[src/rtl/fetch_queue_pkg.sv]
// Shared types and constants for the fetch-to-decode instruction queue.
// fetch_entry_t is the default-width entry used by fetch and decode.
package fetch_queue_pkg;

    localparam int          FQ_TAG_W    = 3;
    localparam logic [31:0] NOP_INSTR   = 32'h0000_0013;
    localparam logic [FQ_TAG_W-1:0] INVALID_TAG = '1;

    typedef struct packed {
        logic [31:0]         instruction;
        logic [31:0]         pc;
        logic [FQ_TAG_W-1:0] tag;
    } fetch_entry_t;

endpackage

[src/rtl/fetch_queue.sv]
// Purpose: in-order {instruction, pc, tag} queue between fetch and decode; drops stale-tag heads, supports flush.
// Latency: 1 cycle push-to-pop; 0 cycles when empty if FETCH_QUEUE_BYPASS_EN is defined (bypass on tag match).
// Backpressure: push_ready = !full from registered state only; head waits for pop_ready, stale heads drain one per cycle.
module fetch_queue
    import fetch_queue_pkg::*;
#(
    parameter int DEPTH = 4,
    parameter int TAG_W = 3
) (
    input  logic                     clk,
    input  logic                     reset_n,
    input  logic                     flush_i,
    input  logic [TAG_W-1:0]         expected_tag_i,
    input  logic                     push_valid_i,
    output logic                     push_ready_o,
    input  logic [31:0]              instruction_i,
    input  logic [31:0]              pc_i,
    input  logic [TAG_W-1:0]         tag_i,
    output logic                     pop_valid_o,
    input  logic                     pop_ready_i,
    output logic [31:0]              instruction_o,
    output logic [31:0]              pc_o,
    output logic [TAG_W-1:0]         tag_o,
    output logic [$clog2(DEPTH):0]   level_o
);

    localparam int IW = $clog2(DEPTH);
    localparam int PW = IW + 1;

    // Local entry type so TAG_W can differ from the package default.
    typedef struct packed {
        logic [31:0]      instruction;
        logic [31:0]      pc;
        logic [TAG_W-1:0] tag;
    } entry_t;

    entry_t          mem [DEPTH];
    logic [PW-1:0]   rd_ptr;
    logic [PW-1:0]   wr_ptr;
    entry_t          head;
    entry_t          push_entry;

    logic empty;
    logic full;
    logic head_ok;
    logic push_fire;
    logic pop_fire;
    logic drop_fire;
    logic bypass;
    logic bypass_take;
    logic write_en;

    assign empty   = (rd_ptr == wr_ptr);
    assign full    = (rd_ptr[IW-1:0] == wr_ptr[IW-1:0]) && (rd_ptr[IW] != wr_ptr[IW]);
    assign head    = mem[rd_ptr[IW-1:0]];
    assign head_ok = !empty && (head.tag == expected_tag_i);

    assign push_entry = '{instruction: instruction_i, pc: pc_i, tag: tag_i};

`ifdef FETCH_QUEUE_BYPASS_EN
    assign bypass = empty && push_valid_i && (tag_i == expected_tag_i) && !flush_i;
`else
    assign bypass = 1'b0;
`endif

    assign push_ready_o = !full;
    assign push_fire    = push_valid_i && push_ready_o && !flush_i;
    assign pop_valid_o  = (head_ok || bypass) && !flush_i;
    assign pop_fire     = head_ok && pop_ready_i && !flush_i;
    assign drop_fire    = !empty && !head_ok && !flush_i;
    // A bypassed entry consumed in the same cycle never touches storage.
    assign bypass_take  = bypass && pop_ready_i;
    assign write_en     = push_fire && !bypass_take;

    assign level_o = wr_ptr - rd_ptr;

    always_comb begin
        instruction_o = NOP_INSTR;
        pc_o          = '0;
        tag_o         = {TAG_W{1'b1}};
        if (bypass) begin
            instruction_o = instruction_i;
            pc_o          = pc_i;
            tag_o         = tag_i;
        end else if (!empty) begin
            instruction_o = head.instruction;
            pc_o          = head.pc;
            tag_o         = head.tag;
        end
    end

    always_ff @(posedge clk or negedge reset_n) begin
        if (!reset_n) begin
            rd_ptr <= '0;
            wr_ptr <= '0;
        end else if (flush_i) begin
            rd_ptr <= '0;
            wr_ptr <= '0;
        end else begin
            if (write_en) begin
                wr_ptr <= wr_ptr + 1'b1;
            end
            if (pop_fire || drop_fire) begin
                rd_ptr <= rd_ptr + 1'b1;
            end
        end
    end

    // Storage needs no reset: contents are only observed between the pointers.
    always_ff @(posedge clk) begin
        if (write_en) begin
            mem[wr_ptr[IW-1:0]] <= push_entry;
        end
    end

endmodule

[config.mk]
export PLATFORM = sky130hd
export DESIGN_NAME = fetch_queue
export DESIGN_NICKNAME = d
export VERILOG_FILES = /design/src/rtl/fetch_queue_pkg.sv /design/src/rtl/fetch_queue.sv
export SDC_FILE = /design/constraint.sdc
export NUM_CORES = 1
export LEC_CHECK = 0
export ABC_AREA = 1
export BUFFER_PORTS_ARGS = -buffer_cell sky130_fd_sc_hd__buf_4
export CORE_ASPECT_RATIO = 2
export CORE_MARGIN = 5
export CORE_UTILIZATION = 40
export CTS_BUF_LIST = sky130_fd_sc_hd__clkbuf_2
export DETAILED_ROUTE_END_ITERATION = 8
export GPL_ROUTABILITY_DRIVEN = 0
export GPL_TIMING_DRIVEN = 1
export PLACE_DENSITY = 0.62
export SYNTH_ARGS = -nofsm -noshare
export SYNTH_HDL_FRONTEND = slang
export SYNTH_SLANG_ARGS = --single-unit
[constraint.sdc]
create_clock -name clk -period 9.6 [get_ports clk]
set_input_delay 1.92 -clock clk [delete_from_list [all_inputs] [get_ports clk]]
set_output_delay 1.92 -clock clk [all_outputs]
set_load 0.02 [all_outputs]
==> metrics.csv, run 1 <==
metric,value,unit
die_y,244,um
path_delay_family,buffers and inverters,
worst_ep_arrival_time,3.73,ns
powerDensity,295,nW/um2
fin_crit_sh,58.9,%
slew_violations,0,
postLayoutCoreUtil,47.7,%
avgSynthCellArea,12.5,um2
cts_buffer_depth,3,
fin_tns_setup,0,ns
synth_area,10900,um2
p_leak,0.00470,uW
yosys.area.top_type,edfxtp_1,
sw_frac_of_total,42.3,%
worstSetupEndpointType,primary output,
layout-drive-gt1-share,24.2,%
ys_top_cells_by_area,"edfxtp_1, nor2_1, o21ai_0",
avgRoutedWirePerCell,17.7,um
fin_nets,1119,
grt_max_degree,136,
hold-worst-slack,0.558,ns
pwr-share-seq,36.6,%
path_cells,buf_4 -> buf_4 -> nand2_1 -> nand3_1 -> nand3_1 -> nand2_1 -> nand3_1 -> nor3_1 -> buf_4,
hold_viol,0,
pwr-share-comb,46.4,%
yosysWarnings,0,
clk_latency,0.91,ns
postRouteAntennaNets,0,
synth_xor_xnor_area_share,0.161,%
fill_cells,2457,
synth_seq_cells,274,
grt_pass1_wl,38500,um
synth-compound-area-share,9.04,%
die_area,30900,um2
maxCapViolCount,0,
post-synth-top-count-cell,edfxtp_1,
critical-path-max-stage-delay,0.70,ns
fin_skew,0.0819,ns
finalSetupViolations,0,
dr.pass1.iters,5,
start_util,40.5,%
regArea,8200,um2
postCtsSetupRepairBufs,0,
synth.area.mux_share,0,%
yosys.area_share.simple,11.9,%
cp_max_fo,75,
cts-resized-gates,0,
synth_cells,873,
synthArstFlopShare,2.19,%
grt.total_usage,16.2,%
root_buffer,clkbuf_2,
cts_tree,yes,
hpwlAfterDp,13900,um
status,"finished, final reports clean",
worstMarginPinSlew,1.03,ns
power.internal,2180,uW
dr_total_vias,7171,
synth_cell_types,27,
drt_iter0_drc,296,
synthAdderAreaFrac,0.986,%
synth_top_family_by_area,simple AND/OR/NAND/NOR gates,
synthFlopType,edfxtp_1,
total_power,3780,uW
wl,25400,um
slowest_stage,buf_4,
port_buffers,146,
die_w,127,um
cp.required,7.68,ns
min_period,5.65,ns
ios,147,
cts_hold_buf,0,
ys_top_cells_by_count,"edfxtp_1, nor2_1, o21ai_0",
max_freq,177,MHz
yosys.area.top_type_share,73.8,%
syn_nets,956,
drc,0,
ir_drop,201,uV
row_count,85,
cts_sinks,274,
ys_seq_area_share,75.1,%
start_kind,register,
antenna_found_initial,3,
multi_input_area,2440,um2
hold_path.class,reg -> reg,
core-area,26900,um2
clockPowerShare,17.1,%
h-tree-depth,2,
crit_buf_inv,3,
routed_via_density,5.01,
area_delta_synth_final,17.6,%
cts_made_buffers,56,
clkTransAtPathRegs,0.13,ns
grt_pass1_vias,7242,
p_sw,1600,uW
critical_path_class,reg -> out,
grt.overflow.total,0,
relSlewSlack,31.5,%
rsz0062_at_grt,no,
synth_edf_count,268,
[cell usage in the layout (no fill, tap or decap), types with 5 or more instances in the layout]
cell      Yosys  final
a21oi_1      62     62
buf_4         0    154
clkbuf_2      0     74
clkinv_1      0     17
clkinv_2      0     10
edfxtp_1    268    268
ha_1          7      7
inv_1        14     14
nand2_1      37     37
nand3_1      13     13
nand3_2       5      5
nor2_1      263    259
o21ai_0     128    128
[kinds of logic after synthesis]
group / after synthesis
DFF: 274
xor gates and xnor gates: 2
and+or+nand+nor: 328
AOI/OAI and AO/OA: 194
buffers and inverters: 67
adders and majority gates: 8
[metrics by stage]
stage / cell area [um2] / setup WS, ns / instances
final: 12800 / 3.95 / 1430
after CTS: 12800 / 3.56 / 1427
after global placement: 12300 / 4.56 / 1325
after global routing: 12800 / 3.62 / 1430
after detailed placement: 12300 / 4.53 / 1325
after floorplan: 10900 / 4.09 / 873
[final timing paths]
path | start | end | slack [ns] | depth (start not counted)
hold reg to reg | wr_ptr[2] | wr_ptr[2] | 0.56 | 2
setup / recovery | rd_ptr[0] | pop_valid_o | 3.95 | 9
hold / removal | wr_ptr[2] | wr_ptr[2] | 0.56 | 2
max in group asynchronous | reset_n | rd_ptr[0] | 8.60 | 1
setup reg to reg | wr_ptr[0] | mem[1][4] | 6.26 | 8
min in group asynchronous | reset_n | wr_ptr[0] | 0.85 | 1
[sequential cells by signal, indices dropped and copies added, names as in the netlist]
signal and count:
wr_ptr 3, mem 268, rd_ptr 3
[layout make-up]
type                    instances  area share, %
well taps                     348           3.39
multi-input cells             532           19.0
inverters                      17          0.546
clock buffers                  74           2.89
diodes                          2         0.0390
flip-flops and latches        274           63.9
repair buffers                155           9.17
clock inverters                28          0.966
[power groups by stage]
stage	logic (uW)	registers (uW)	clock network [uW]
final	1750	1380	645
after global routing	1920	1390	724
after CTS	1780	1380	674
after detailed placement	1770	1410	0
after global placement	1760	1410	0
after floorplan	1070	1420	0
[worst min-delay path, cell delays in order (launching register included)]
cell and delay [ns]:
dfrtp_1 0.35, inv_1 0.06, a21oi_1 0.12
[metal layers]
metal | track usage [%] | up-vias | part of all wire (%) | routed length [um]
met1 | 16.8 | 3441 | 35 | 8810
li1 | - | 3438 | - | -
met3 | 3.81 | 69 | 5.8 | 1460
met5 | 0 | - | 0.079 | 20
met2 | 30.0 | 221 | 55 | 14000
met4 | 8.05 | 2 | 4.0 | 1030
Power figures use the tool's default switching activity.
==> inputs of run 2 (changes only) <==
Clock period 9.6 ns to 5.49 ns, I/O delays scaled along.
==> run 2 against run 1 <==
Critical path depth did not move. Clock power rose by 71%. Global-route usage shrank 0.16 points. Clock skew decreased by 0.021 ns. Design area down 0.15%.
==> metrics.csv, run 2 (synthesis results as in run 1) <==
metric,value,unit
status,"finished, final reports clean",
design_area,12800,um2
layout-drive-gt1-share,24.4,%
ir_drop,296,uV
cts_sinks,274,
die_area,30900,um2
start_util,40.5,%
grt.overflow.total,0,
drt_iter0_drc,316,
ios,147,
dr.pass1.iters,4,
postRouteAntennaNets,0,
final_cell_mix,"edfxtp_1, nor2_1, buf_4, o21ai_0, clkbuf_2",
grt_max_degree,136,
slowest_stage,buf_4,
sw_frac_of_total,42.0,%
path_delay_family,buffers and inverters,
grt_pass1_vias,7182,
hold_path.class,in -> reg,
routed_via_density,4.93,
crit_buf_inv,3,
p_sw,2770,uW
layout_setup_ws,0.775,ns
root_buffer,clkbuf_2,
cts_buffer_depth,3,
fill_cells,2438,
cp.required,4.39,ns
worst_ep_arrival_time,3.62,ns
core-area,26900,um2
clkTransAtPathRegs,0.12,ns
fin_nets,1121,
fin_crit_sh,85.9,%
cts_hold_buf,1,
max_freq,212,MHz
cp_max_fo,76,
drc,0,
pwr-share-seq,36.6,%
postCtsSetupRepairBufs,0,
relSlewSlack,26.2,%
start_kind,register,
layout_commonest_cell,edfxtp_1,
dr_total_vias,7039,
rsz0062_at_grt,no,
h-tree-depth,2,
die_y,244,um
avgRoutedWirePerCell,17.6,um
pwr-share-comb,46.6,%
area_delta_synth_final,17.4,%
wl,25200,um
largest_reg_flops,268,
clk_latency,0.82,ns
critical-path-max-stage-delay,0.77,ns
cts_tree,yes,
grt.total_usage,16.1,%
hpwlAfterDp,13800,um
multi_input_area,2440,um2
regArea,8200,um2
cts-resized-gates,0,
fin_tns_setup,0,ns
place_area,12300,um2
die_w,127,um
grt_pass1_wl,38200,um
port_buffers,146,
critical_path_class,reg -> out,
cts_made_buffers,56,
worstSetupEndpointType,primary output,
hold_viol,0,
worstMarginPinSlew,1.11,ns
place_worst_setup_slack,1.59,ns
maxCapViolCount,0,
powerDensity,515,nW/um2
finalSetupViolations,0,
clockPowerShare,16.7,%
p_leak,0.00471,uW
power.internal,3830,uW
fin_skew,0.0613,ns
min_period,4.71,ns
antenna_found_initial,2,
row_count,85,
slew_violations,0,
path_cells,buf_4 -> buf_4 -> nand2_1 -> nand3_1 -> nand3_1 -> nand2_1 -> nand3_1 -> nor3_1 -> buf_4,
==> run 2: cell count changes in the layout (fill, tap and decap cells not counted), sizes merged <==
cell / change
dlygate4sd3: +1
clkinv: -11
buf: +1
clkbuf: +7
inv: +1
clkinvlp: -2
==> run 2: worst paths after layout <==
check	startpoint	slack, ns	cells after the start	end
hold reg to reg	wr_ptr[2]	0.56	2	wr_ptr[2]
min in group asynchronous	reset_n	0.60	2	wr_ptr[2]
setup / recovery	rd_ptr[0]	0.78	9	pop_valid_o
hold / removal	pc_i[3]	0.47	1	mem[1][6]
max in group asynchronous	reset_n	4.73	2	rd_ptr[0]
setup reg to reg	rd_ptr[0]	2.56	13	rd_ptr[0]
==> run 2: layout make-up <==
cell class | count | area share, %
Sequential cell | 274 | 64.0
Multi-Input combinational cell | 532 | 19.1
Timing Repair Buffer | 157 | 9.22
Tap cell | 348 | 3.40
Clock buffer | 81 | 3.16
Inverter | 17 | 0.537
Clock inverter | 16 | 0.518
Antenna cell | 2 | 0.0391
==> run 2: routing by layer <==
layer	share of wire [%]	track usage (%)	wire, um
met4	3.7	7.33	931
met1	36	16.5	9170
met3	4.5	3.07	1140
met5	0	0	0
met2	55	30.7	13900
==> run 2: per-stage QoR <==
step / util, % / instances / hold slack, ns / power (uW)
3_3_place_gp: 45.8 / 1327 / 0.547 / 5580
6_report: 47.6 / 1427 / 0.469 / 6600
3_5_place_dp: 45.8 / 1327 / 0.542 / 5600
2_1_floorplan: - / 873 / 0.496 / 4340
4_1_cts: 47.6 / 1425 / 0.360 / 6730
5_1_grt: 47.6 / 1427 / 0.381 / 7050
==> run 2: power groups by stage <==
stage	sequential [uW]	combinational, uW	clock, uW
after CTS	2420	3140	1170
after global placement	2470	3120	0
final	2420	3080	1100
after detailed placement	2470	3140	0
after floorplan	2470	1860	0
after global routing	2430	3370	1250
